**src/rtl/ahbl_i2s_tx_if.sv**
```systemverilog
// AHB-Lite slave bus bundle for the I2S transmitter.
// master: drives address/control/write data and the DMAC push qualifier.
// slave : returns read data and HREADYOUT.
interface ahbl_i2s_tx_if;
  logic [31:0] HADDR;
  logic [1:0]  HTRANS;
  logic        HWRITE;
  logic [2:0]  HSIZE;
  logic [31:0] HWDATA;
  logic        HSEL;
  logic        HREADY;
  logic [31:0] HRDATA;
  logic        HREADYOUT;
  logic        DMAC_interaction;

  modport master (
    output HADDR, HTRANS, HWRITE, HSIZE, HWDATA, HSEL, HREADY, DMAC_interaction,
    input  HRDATA, HREADYOUT
  );

  modport slave (
    input  HADDR, HTRANS, HWRITE, HSIZE, HWDATA, HSEL, HREADY, DMAC_interaction,
    output HRDATA, HREADYOUT
  );
endinterface

```
**src/rtl/ahbl_i2s_tx.sv**
```systemverilog
// AHB-Lite I2S master transmitter. Channel words are pushed into a FIFO over
// the bus (or by the DMAC) and shifted MSB-first on SD, left then right.
// Ports:
//   HCLK, HRESET     : clock, synchronous active-high reset
//   bus (slave)      : AHB-Lite register interface plus DMAC push qualifier
//   SCK, WS, SD      : I2S bit clock, word select (1 = right), serial data
//   IRQ              : one-cycle pulse when the FIFO level drains to THRESH
module ahbl_i2s_tx #(
  parameter int unsigned FIFO_AW    = 4,
  parameter logic [7:0]  DEF_DIV    = 8'd3,
  parameter int unsigned DEF_THRESH = 4
) (
  input  logic         HCLK,
  input  logic         HRESET,
  ahbl_i2s_tx_if.slave bus,
  output logic         SCK,
  output logic         WS,
  output logic         SD,
  output logic         IRQ
);
  localparam int unsigned Depth = 2 ** FIFO_AW;
  localparam int unsigned LvlW  = FIFO_AW + 1;
  localparam logic [LvlW-1:0]    LvlOne  = LvlW'(1);
  localparam logic [LvlW-1:0]    LvlFull = LvlW'(Depth);
  localparam logic [FIFO_AW-1:0] PtrOne  = FIFO_AW'(1);

  typedef enum logic {StIdle, StRun} state_e;

  logic [7:0]         addr_q;
  logic               trans_q, sel_q, write_q;
  logic               en_q, mono_q;
  logic [7:0]         clkdiv_q;
  logic [LvlW-1:0]    thresh_q;
  logic               underrun_q, overflow_q, irq_q;
  logic [31:0]        mem_q [Depth];
  logic [FIFO_AW-1:0] wptr_q, rptr_q;
  logic [LvlW-1:0]    level_q, level_d;

  state_e      state_q, state_d;
  logic [7:0]  half_q, half_d, div_q, div_d;
  logic        sck_q, sck_d, ws_q, ws_d;
  logic [5:0]  slot_q, slot_d;
  logic [31:0] shift_q, shift_d, left_q, left_d;

  logic        we, rd, reg_we, push, flush, status_rd;
  logic        fifo_empty, fifo_full, push_ok, pop_ok, pop_req, load_left;
  logic [31:0] status, rdata;
  logic        unused_bus;

  assign unused_bus = ^{bus.HADDR[31:8], bus.HTRANS[0], bus.HSIZE};

  always_ff @(posedge HCLK) begin
    if (HRESET) begin
      addr_q  <= '0;
      trans_q <= 1'b0;
      sel_q   <= 1'b0;
      write_q <= 1'b0;
    end else if (bus.HREADY) begin
      addr_q  <= bus.HADDR[7:0];
      trans_q <= bus.HTRANS[1];
      sel_q   <= bus.HSEL;
      write_q <= bus.HWRITE;
    end
  end

  // DMAC pushes take priority over any register decode of the same write.
  assign we        = trans_q & sel_q & write_q;
  assign rd        = trans_q & sel_q & ~write_q;
  assign reg_we    = we & ~bus.DMAC_interaction;
  assign push      = we & (bus.DMAC_interaction | (addr_q == 8'h08));
  assign flush     = reg_we & (addr_q == 8'h00) & bus.HWDATA[2];
  assign status_rd = rd & (addr_q == 8'h04);

  assign fifo_empty = (level_q == '0);
  assign fifo_full  = (level_q == LvlFull);
  assign push_ok    = push & ~fifo_full & ~flush;
  assign pop_ok     = pop_req & ~fifo_empty;

  always_comb begin
    level_d = level_q;
    if (flush)                level_d = '0;
    else if (push_ok && !pop_ok) level_d = level_q + LvlOne;
    else if (!push_ok && pop_ok) level_d = level_q - LvlOne;
  end

  // Slot engine: each slot is 2*(div+1) cycles, SCK low in the first half.
  always_comb begin
    state_d   = state_q;
    half_d    = half_q;
    div_d     = div_q;
    sck_d     = sck_q;
    ws_d      = ws_q;
    slot_d    = slot_q;
    shift_d   = shift_q;
    left_d    = left_q;
    pop_req   = 1'b0;
    load_left = 1'b0;
    unique case (state_q)
      StIdle: begin
        if (en_q && !fifo_empty) begin
          state_d   = StRun;
          half_d    = '0;
          div_d     = clkdiv_q;
          sck_d     = 1'b0;
          ws_d      = 1'b0;
          slot_d    = '0;
          pop_req   = 1'b1;
          load_left = 1'b1;
        end
      end
      StRun: begin
        if (half_q != div_q) begin
          half_d = half_q + 8'd1;
        end else if (!sck_q) begin
          half_d = '0;
          sck_d  = 1'b1;
        end else begin
          half_d = '0;
          sck_d  = 1'b0;
          div_d  = clkdiv_q;
          slot_d = slot_q + 6'd1;
          // WS switches one slot ahead of the channel data.
          ws_d   = (slot_d >= 6'd31) && (slot_d <= 6'd62);
          if (slot_q == 6'd63) begin
            if (!en_q) begin
              state_d = StIdle;
              ws_d    = 1'b0;
              shift_d = '0;
            end else begin
              pop_req   = 1'b1;
              load_left = 1'b1;
            end
          end else if (slot_q == 6'd31) begin
            if (mono_q) shift_d = left_q;
            else        pop_req = 1'b1;
          end else begin
            shift_d = {shift_q[30:0], 1'b0};
          end
        end
      end
      default: state_d = StIdle;
    endcase
    if (pop_req) begin
      shift_d = fifo_empty ? '0 : mem_q[rptr_q];
      if (load_left) left_d = shift_d;
    end
  end

  always_ff @(posedge HCLK) begin
    if (push_ok) mem_q[wptr_q] <= bus.HWDATA;
  end

  always_ff @(posedge HCLK) begin
    if (HRESET) begin
      en_q       <= 1'b0;
      mono_q     <= 1'b0;
      clkdiv_q   <= DEF_DIV;
      thresh_q   <= LvlW'(DEF_THRESH);
      underrun_q <= 1'b0;
      overflow_q <= 1'b0;
      irq_q      <= 1'b0;
      wptr_q     <= '0;
      rptr_q     <= '0;
      level_q    <= '0;
      state_q    <= StIdle;
      half_q     <= '0;
      div_q      <= '0;
      sck_q      <= 1'b0;
      ws_q       <= 1'b0;
      slot_q     <= '0;
      shift_q    <= '0;
      left_q     <= '0;
    end else begin
      if (reg_we) begin
        case (addr_q)
          8'h00: begin
            en_q   <= bus.HWDATA[0];
            mono_q <= bus.HWDATA[1];
          end
          8'h0C:   clkdiv_q <= bus.HWDATA[7:0];
          8'h10:   thresh_q <= bus.HWDATA[LvlW-1:0];
          default: ;
        endcase
      end
      // Set events win over the read-clear.
      underrun_q <= (pop_req & fifo_empty) | (underrun_q & ~status_rd);
      overflow_q <= (push & fifo_full & ~flush) | (overflow_q & ~status_rd);
      irq_q      <= en_q & ~flush & pop_ok & ~push_ok & ((level_q - LvlOne) == thresh_q);
      if (flush) begin
        wptr_q <= '0;
        rptr_q <= '0;
      end else begin
        if (push_ok) wptr_q <= wptr_q + PtrOne;
        if (pop_ok)  rptr_q <= rptr_q + PtrOne;
      end
      level_q <= level_d;
      state_q <= state_d;
      half_q  <= half_d;
      div_q   <= div_d;
      sck_q   <= sck_d;
      ws_q    <= ws_d;
      slot_q  <= slot_d;
      shift_q <= shift_d;
      left_q  <= left_d;
    end
  end

  always_comb begin
    status           = '0;
    status[0]        = fifo_empty;
    status[1]        = fifo_full;
    status[2]        = underrun_q;
    status[3]        = overflow_q;
    status[4 +: LvlW] = level_q;
  end

  always_comb begin
    rdata = 32'hBADDBEEF;
    case (addr_q)
      8'h00:   rdata = {30'd0, mono_q, en_q};
      8'h04:   rdata = status;
      8'h08:   rdata = '0;
      8'h0C:   rdata = {24'd0, clkdiv_q};
      8'h10:   rdata = 32'(thresh_q);
      default: ;
    endcase
  end

  assign bus.HRDATA    = rdata;
  assign bus.HREADYOUT = 1'b1;
  assign SCK           = sck_q;
  assign WS            = ws_q;
  assign SD            = shift_q[31];
  assign IRQ           = irq_q;
endmodule

```
**src/flat_wrapper.sv**
```systemverilog
// flat-port wrapper written by rule: the top's interface ports become plain ports
module ahbl_i2s_tx_flat 
#(
  parameter int unsigned FIFO_AW    = 4,
  parameter logic [7:0]  DEF_DIV    = 8'd3,
  parameter int unsigned DEF_THRESH = 4
)
  (HCLK, HRESET, SCK, WS, SD, IRQ, bus_HADDR, bus_HTRANS, bus_HWRITE, bus_HSIZE, bus_HWDATA, bus_HSEL, bus_HREADY, bus_DMAC_interaction, bus_HRDATA, bus_HREADYOUT);
  ahbl_i2s_tx_if bus_i ();
  input  logic HCLK;
  input  logic HRESET;
  output logic SCK;
  output logic WS;
  output logic SD;
  output logic IRQ;
  input wire logic [$bits(bus_i.HADDR)-1:0] bus_HADDR;
  input wire logic [$bits(bus_i.HTRANS)-1:0] bus_HTRANS;
  input wire logic [$bits(bus_i.HWRITE)-1:0] bus_HWRITE;
  input wire logic [$bits(bus_i.HSIZE)-1:0] bus_HSIZE;
  input wire logic [$bits(bus_i.HWDATA)-1:0] bus_HWDATA;
  input wire logic [$bits(bus_i.HSEL)-1:0] bus_HSEL;
  input wire logic [$bits(bus_i.HREADY)-1:0] bus_HREADY;
  input wire logic [$bits(bus_i.DMAC_interaction)-1:0] bus_DMAC_interaction;
  output wire logic [$bits(bus_i.HRDATA)-1:0] bus_HRDATA;
  output wire logic [$bits(bus_i.HREADYOUT)-1:0] bus_HREADYOUT;
  assign bus_i.HADDR = bus_HADDR;
  assign bus_i.HTRANS = bus_HTRANS;
  assign bus_i.HWRITE = bus_HWRITE;
  assign bus_i.HSIZE = bus_HSIZE;
  assign bus_i.HWDATA = bus_HWDATA;
  assign bus_i.HSEL = bus_HSEL;
  assign bus_i.HREADY = bus_HREADY;
  assign bus_i.DMAC_interaction = bus_DMAC_interaction;
  assign bus_HRDATA = bus_i.HRDATA;
  assign bus_HREADYOUT = bus_i.HREADYOUT;
  ahbl_i2s_tx #(.FIFO_AW(FIFO_AW), .DEF_DIV(DEF_DIV), .DEF_THRESH(DEF_THRESH)) u_core (.HCLK(HCLK), .HRESET(HRESET), .bus(bus_i), .SCK(SCK), .WS(WS), .SD(SD), .IRQ(IRQ));
endmodule
```
**config.mk**
```make
export PLATFORM = sky130hd
export DESIGN_NAME = ahbl_i2s_tx_flat
export DESIGN_NICKNAME = d
export VERILOG_FILES = /design/src/rtl/ahbl_i2s_tx_if.sv /design/src/rtl/ahbl_i2s_tx.sv /design/src/flat_wrapper.sv
export SDC_FILE = /design/constraint.sdc
export NUM_CORES = 1
export LEC_CHECK = 0
export BUFFER_PORTS_ARGS = -buffer_cell sky130_fd_sc_hd__buf_2
export CORE_MARGIN = 2
export CORE_UTILIZATION = 60
export CTS_CLUSTER_DIAMETER = 120
export CTS_CLUSTER_SIZE = 10
export DETAILED_ROUTE_END_ITERATION = 10
export MAX_ROUTING_LAYER = met4
export PLACE_DENSITY_LB_ADDON = 0.12
export SLEW_MARGIN = 10
export SYNTH_ARGS = -nofsm -noshare
export SYNTH_HDL_FRONTEND = slang
export SYNTH_SLANG_ARGS = --single-unit
```
**constraint.sdc**
```tcl
create_clock -name HCLK -period 13.9 [get_ports HCLK]
set_clock_uncertainty 0.1 [all_clocks]
set_input_delay 0.695 -clock HCLK [delete_from_list [all_inputs] [get_ports HCLK]]
set_output_delay 0.695 -clock HCLK [all_outputs]
set_load 0.03 [all_outputs]
```
; After elaboration in Yosys (flattened, before gate mapping)
; Memories as Yosys holds them, arrays and structs flattened. A register that Yosys moved wholly into a read port is not among the register bits.
; Index checks and enable logic that the tools add are counted.
[totals]
out_inout_bits = 37
mem_bits_rw = 512
mem_count = 1
regBits = 131
[mem_list]
columns = memory, words, word_bits, rd, rd_ports_with_merged_regs, wr, line
row1 = u_core.mem_q, 16, 32, 1, 1, 1, ahbl_i2s_tx.sv:35  ; logic [31:0] mem_q [Depth];
[op_classes]
n_lt_le_gt_ge = 2
n_eq_ne = 15
bitwise_logic = 31
n_reduce_logical = 20
n_addsub = 6
n_mux = 52
[op_table]
columns = op, n
row1 = $mux 32, 9
row2 = $pmux 32 s5, 1
row3 = $mux 8, 5
row4 = $pmux 8 s2, 2
row5 = $mux 1, 22
row6 = $and 1x1->1, 20
row7 = $mux 6, 3
row8 = $eq 8x4->1 const B, 2
row9 = $pmux 6 s2, 1
row10 = $mux 5, 2
row11 = $pmux 1 s2, 5
row12 = $reduce_and 2->1, 5
row13 = $add 4x1->4 const B, 2
row14 = $add 8x1->8 const B, 1
row15 = $eq 8x3->1 const B, 1
row16 = $eq 8x5->1 const B, 1
row17 = $logic_not 8->1, 1
row18 = $mux 4, 2
row19 = $ne 8x8->1, 1
row20 = $not 1->1, 8
row21 = $add 6x1->6 const B, 1
row22 = $eq 6x5->1 const B, 1
row23 = $eq 6x6->1 const B, 1
row24 = $ge 6x5->1 const B, 1
row25 = other kinds (17), 28

; Depth between registers and ports, before layout
[depth]
word_depth = 11
ltp_mapped = 14

; Least setup slack after synthesis
; No wires, ideal clock.
[synth_timing]
kind = register to register
start = register u_core.level_q[0]
end = memory u_core.mem_q[3][0] (enable)
setup_ns = 0.461
synth_period_minus_slack_ns = 4.420
path_buffers = 1
slack_ns = 9.480
t_arrival_ns = 3.859
stages_incl_launch_ff = 8
cell_sequence = dfxtp_1 clkbuf_1 inv_1 ha_1 nor4bb_1 nor3_2 nand2_1 nor3_1
[synth_via]
elab_chain_cells = 6
[synth_rtl]
columns = item, line
row1 = start: declaration, ahbl_i2s_tx.sv:37  ; logic [LvlW-1:0] level_q, level_d;
row2 = start signal: assignment, ahbl_i2s_tx.sv:196  ; level_q <= level_d;
row3 = $eq 5x5->1, ahbl_i2s_tx.sv:75  ; assign fifo_full = (level_q == LvlFull);
row4 = $not 1->1, ahbl_i2s_tx.sv:76  ; assign push_ok = push & ~fifo_full & ~flush;
row5 = $and 1x1->1 (2 in series), ahbl_i2s_tx.sv:76
row6 = named net u_core.push_ok, ahbl_i2s_tx.sv:46  ; logic fifo_empty, fifo_full, push_ok, pop_ok, pop_req, load_left;
row7 = $mux 1, ahbl_i2s_tx.sv:150  ; if (push_ok) mem_q[wptr_q] <= bus.HWDATA;
row8 = $mux 1 (not written as such), ahbl_i2s_tx.sv:150
row9 = end: declaration, ahbl_i2s_tx.sv:35
; The timed path passes the listed nets, and every way through them passes these cells.

; Worst setup path in the final report
[layout_timing]
start = register u_core.level_q[0]
end = register u_core.level_q[3]
[layout_via]
elab_chain_cells = 9
[layout_rtl]
columns = item, line
row1 = $logic_not 5->1, ahbl_i2s_tx.sv:74  ; assign fifo_empty = (level_q == '0);
row2 = $logic_not 1->1, ahbl_i2s_tx.sv:100  ; if (en_q && !fifo_empty) begin
row3 = $logic_and 1x1->1, ahbl_i2s_tx.sv:100
row4 = $mux 1, ahbl_i2s_tx.sv:100
row5 = $pmux 1 s2, ahbl_i2s_tx.sv:98  ; unique case (state_q)
row6 = $and 1x1->1, ahbl_i2s_tx.sv:77  ; assign pop_ok = pop_req & ~fifo_empty;
row7 = $logic_not 1->1, ahbl_i2s_tx.sv:82  ; else if (push_ok && !pop_ok) level_d = level_q + LvlOne;
row8 = $logic_and 1x1->1, ahbl_i2s_tx.sv:82
row9 = $mux 5 / $reduce_bool 2->1 (equally long branches), --
; Parallel ways exist; a longest one is shown, timed or not. The select of a mux whose other input is x is not followed.
; A chain may end at the register's enable or synchronous reset.

==> metrics.txt <==
initial drt markers=1388; reg-to-reg endpoint=u_core.level_q[3]; initial antenna violation count=1; arrival time of the worst setup path=4.60 ns; Yosys cell types=56; Final Hold Violating Endpoints=0; CTS Root Cell=clkbuf_16; total gr overflow=0; CTS tree=built; Worst path most repeated cell=ha_1; TritonRoute pass-1 iters=5; CTS sink cnt=647; RSZ-0062 raised after global routing=false; post-route clock period utilization=30.5%; vias per inst=6.20; Final Non-Filler Cells=2350; Power Density=133 nW/µm²; routability cong.=0.840; Worst R2R Path Depth=12; die width=214 µm; worst-margin pin slew=1.15 ns; global route hottest layer=met2; Max Cap Violations=0; Tightest Hold Check Type=input pin to flop; Final Routed Wirelength=57200 µm; placed cell count=2234; met2 Usage GRT=41.6%; Port-buffer cells=76; cts bufs inserted=74; Pins Over Slew Limit=0; fin crit period=4.25 ns; Achievable Freq=236 MHz; Slowest cell on crit path=nor2_2; CP Buf/Inv Count=2; DR vias=14579; Worst-Skew Late Latency=0.59 ns; Post-synth EDFFs=512; Avg Synthesized Cell Area=15.9 µm²; hold path start=bus_HTRANS[1]; Synth Cell Area=26400 µm²; peak supply drop=0.000113 V; share of post-route cells with drive strength above 1=21.7%; Post-CTS Setup Bufs=0; number of global-route vias before repair=14562; row count=76; Layout Nets=1813; Syn. warnings=0; CP Cell Sequence=inv_1 > ha_1 > or4b_4 > nand2_1 > nor2_2 > buf_4 > o21ai_1 > ha_1 > nand2b_1 > a21oi_1 > xnor2_1 > nor2_1; Post-CTS Resized=0; hold depth=3; GR Util All Layers=26.8%; routing usage on met1=37.6%; CP Capture Type=flop; Seq/Total Area, Yosys=68.4%; DIE AREA=45700 µm²; first-pass GRT wire length=87000 µm; Die Y=214 µm; Initial Util=61.1%; H-tree Lvls=3; Reg-to-Reg Start=u_core.level_q[0]; CTS max path bufs=3; commonest non-fill, non-tap cells in the layout=512 x edfxtp_1, 131 x dfxtp_1, 129 x mux4_2; post-layout power=3.89 mW; CTS Hold Bufs=0; top_reg_cell synth=edfxtp_1; Startpoint Class=flop; commonest non-fill, non-tap cell in the layout=edfxtp_1; dpl hpwl=30700 µm; core area=43300 µm²; Required @ worst endpoint=14.26 ns; Slowest Stage Delay on Critical Path=0.82 ns; max_slew headroom=23.2%; Min Hold Slack=0.241 ns; reg2reg setup slack=9.65 ns; count of final setup violators=0; count of state elements after synthesis=647; Crit path max-delay family=simple AND/OR/NAND/NOR gates; IO Count=112; routed len/inst=24.4 µm; GR Util met3=4.14%; status=completed; Reg clk slew, reported paths=0.06 ns; asr flop ratio synth=0%; Crit Path Max Fanout=40; Post-Syn Instances=1666; CP Class=flop to flop; P_leak=9.65 nW; Routed Antenna Nets=0; largest net degree at the start of global routing=74; Hold EP=u_core.trans_q; Filler cells=2868; P&R area growth vs syn=11.2%; Core Util, Final=67.9%; DRC=0; Setup TNS=0 ns
[registers in the layout, summed over array words and instances, names as in the netlist, 4 cells and up, named ones only]
register,cells
u_core.mem_q,512
u_core.left_q,32
u_core.shift_q,32
u_core.addr_q,8
u_core.clkdiv_q,8
u_core.div_q,8
u_core.half_q,8
u_core.slot_q,6
u_core.level_q,5
u_core.thresh_q,5
u_core.rptr_q,4
u_core.wptr_q,4
[logic make-up (layout without fill, tap and decap cells)]
family	Yosys count	after routing	synth area share (%)
flip-flops	647	647	68.4
AND/OR/NAND/NOR	350	350	6.43
multiplexers	250	250	15.7
AO/OA/AOI/OAI	234	234	5.09
buffers and inverters	141	233	2.73
XOR/XNOR	29	29	0.961
adder cells (fa/ha/maj)	13	13	0.616
other	2	9	0.0284
[report_power, final]
| group | internal (mW) | switching, mW | leakage, nW |
|---|---|---|---|
| sequential | 2.09 | 0.00310 | 5.69 |
| clock | 1.00 | 0.717 | 1.01 |
| combinational | 0.0178 | 0.0655 | 2.95 |
| total | 3.11 | 0.785 | 9.65 |
[per-layer routing]
metal	vias up	wire length [µm]
li1	6501	-
met1	7508	24700
met2	488	27900
met3	82	3740
met4	0	928
met5	-	0
[stage by stage]
step	setup slack [ns]	cell area [µm²]
2_1_floorplan	9.48	26400
3_3_place_gp	9.75	27300
3_5_place_dp	9.70	27300
4_1_cts	9.66	29400
5_1_grt	9.43	29400
6_report	9.65	29400
[worst min-delay path, delay by kind of cell]
kind	cells	cell delay, ns
AND/OR/NAND/NOR	1	0.07
multiplexers	1	0.05
buffers and inverters	1	0.07
[cells in the mapped netlist (2+ instances only)]
cell type | number | area [µm²]
a21o_1 | 2 | 15.0
mux4_2 | 129 | 2910
and2_1 | 6 | 37.5
nand3_1 | 11 | 55.1
buf_8 | 3 | 45.0
a22oi_1 | 2 | 15.0
ha_1 | 13 | 163
nor4_1 | 3 | 18.8
and3_1 | 5 | 31.3
mux2_2 | 31 | 349
nor2b_1 | 10 | 62.6
nand4_1 | 6 | 37.5
clkbuf_1 | 59 | 221
nand2_1 | 68 | 255
inv_1 | 10 | 37.5
dfxtp_1 | 135 | 2700
o21ai_1 | 2 | 10.0
mux2i_1 | 90 | 901
nor3_1 | 10 | 50.1
a211oi_1 | 2 | 15.0
nor3b_1 | 2 | 15.0
nand4b_1 | 2 | 17.5
nand3b_1 | 6 | 45.0
xor2_1 | 12 | 105
a211o_1 | 5 | 43.8
conb_1 | 2 | 7.51
o21ai_0 | 50 | 250
or3_1 | 35 | 219
and4_1 | 2 | 17.5
buf_2 | 27 | 135
buf_6 | 2 | 22.5
buf_1 | 11 | 41.3
edfxtp_1 | 512 | 15400
nor2_1 | 139 | 522
a21oi_1 | 127 | 636
nand2b_1 | 35 | 219
buf_4 | 29 | 218
o211ai_1 | 35 | 263
nor3_2 | 3 | 30.0
xnor2_1 | 17 | 149
[final cells by class]
cell class / count / area (µm²) / share of cell area (%)
well taps: 585 / 732 / 2.49
multi-input cells: 883 / 7780 / 26.5
inverters: 10 / 37.5 / 0.128
repair buffers: 109 / 631 / 2.15
flip-flops and latches: 647 / 18100 / 61.6
diodes: 2 / 5.00 / 0.0170
clock buffers: 108 / 2020 / 6.88
clock inverters: 6 / 67.6 / 0.230
[worst max-delay path by stage]
stage	to	depth (start not counted)	slack (ns)	start
6_report	u_core.level_q[3]	12	9.65	u_core.level_q[0]
5_1_grt	u_core.level_q[3]	12	9.43	u_core.level_q[0]
4_1_cts	u_core.level_q[3]	12	9.66	u_core.level_q[0]
3_5_place_dp	u_core.level_q[3]	12	9.70	u_core.level_q[0]
3_3_place_gp	u_core.level_q[3]	12	9.75	u_core.level_q[0]
2_1_floorplan	u_core.mem_q[3][0]	7	9.48	u_core.level_q[0]
No activity file was read; power rests on OpenSTA's default activity.
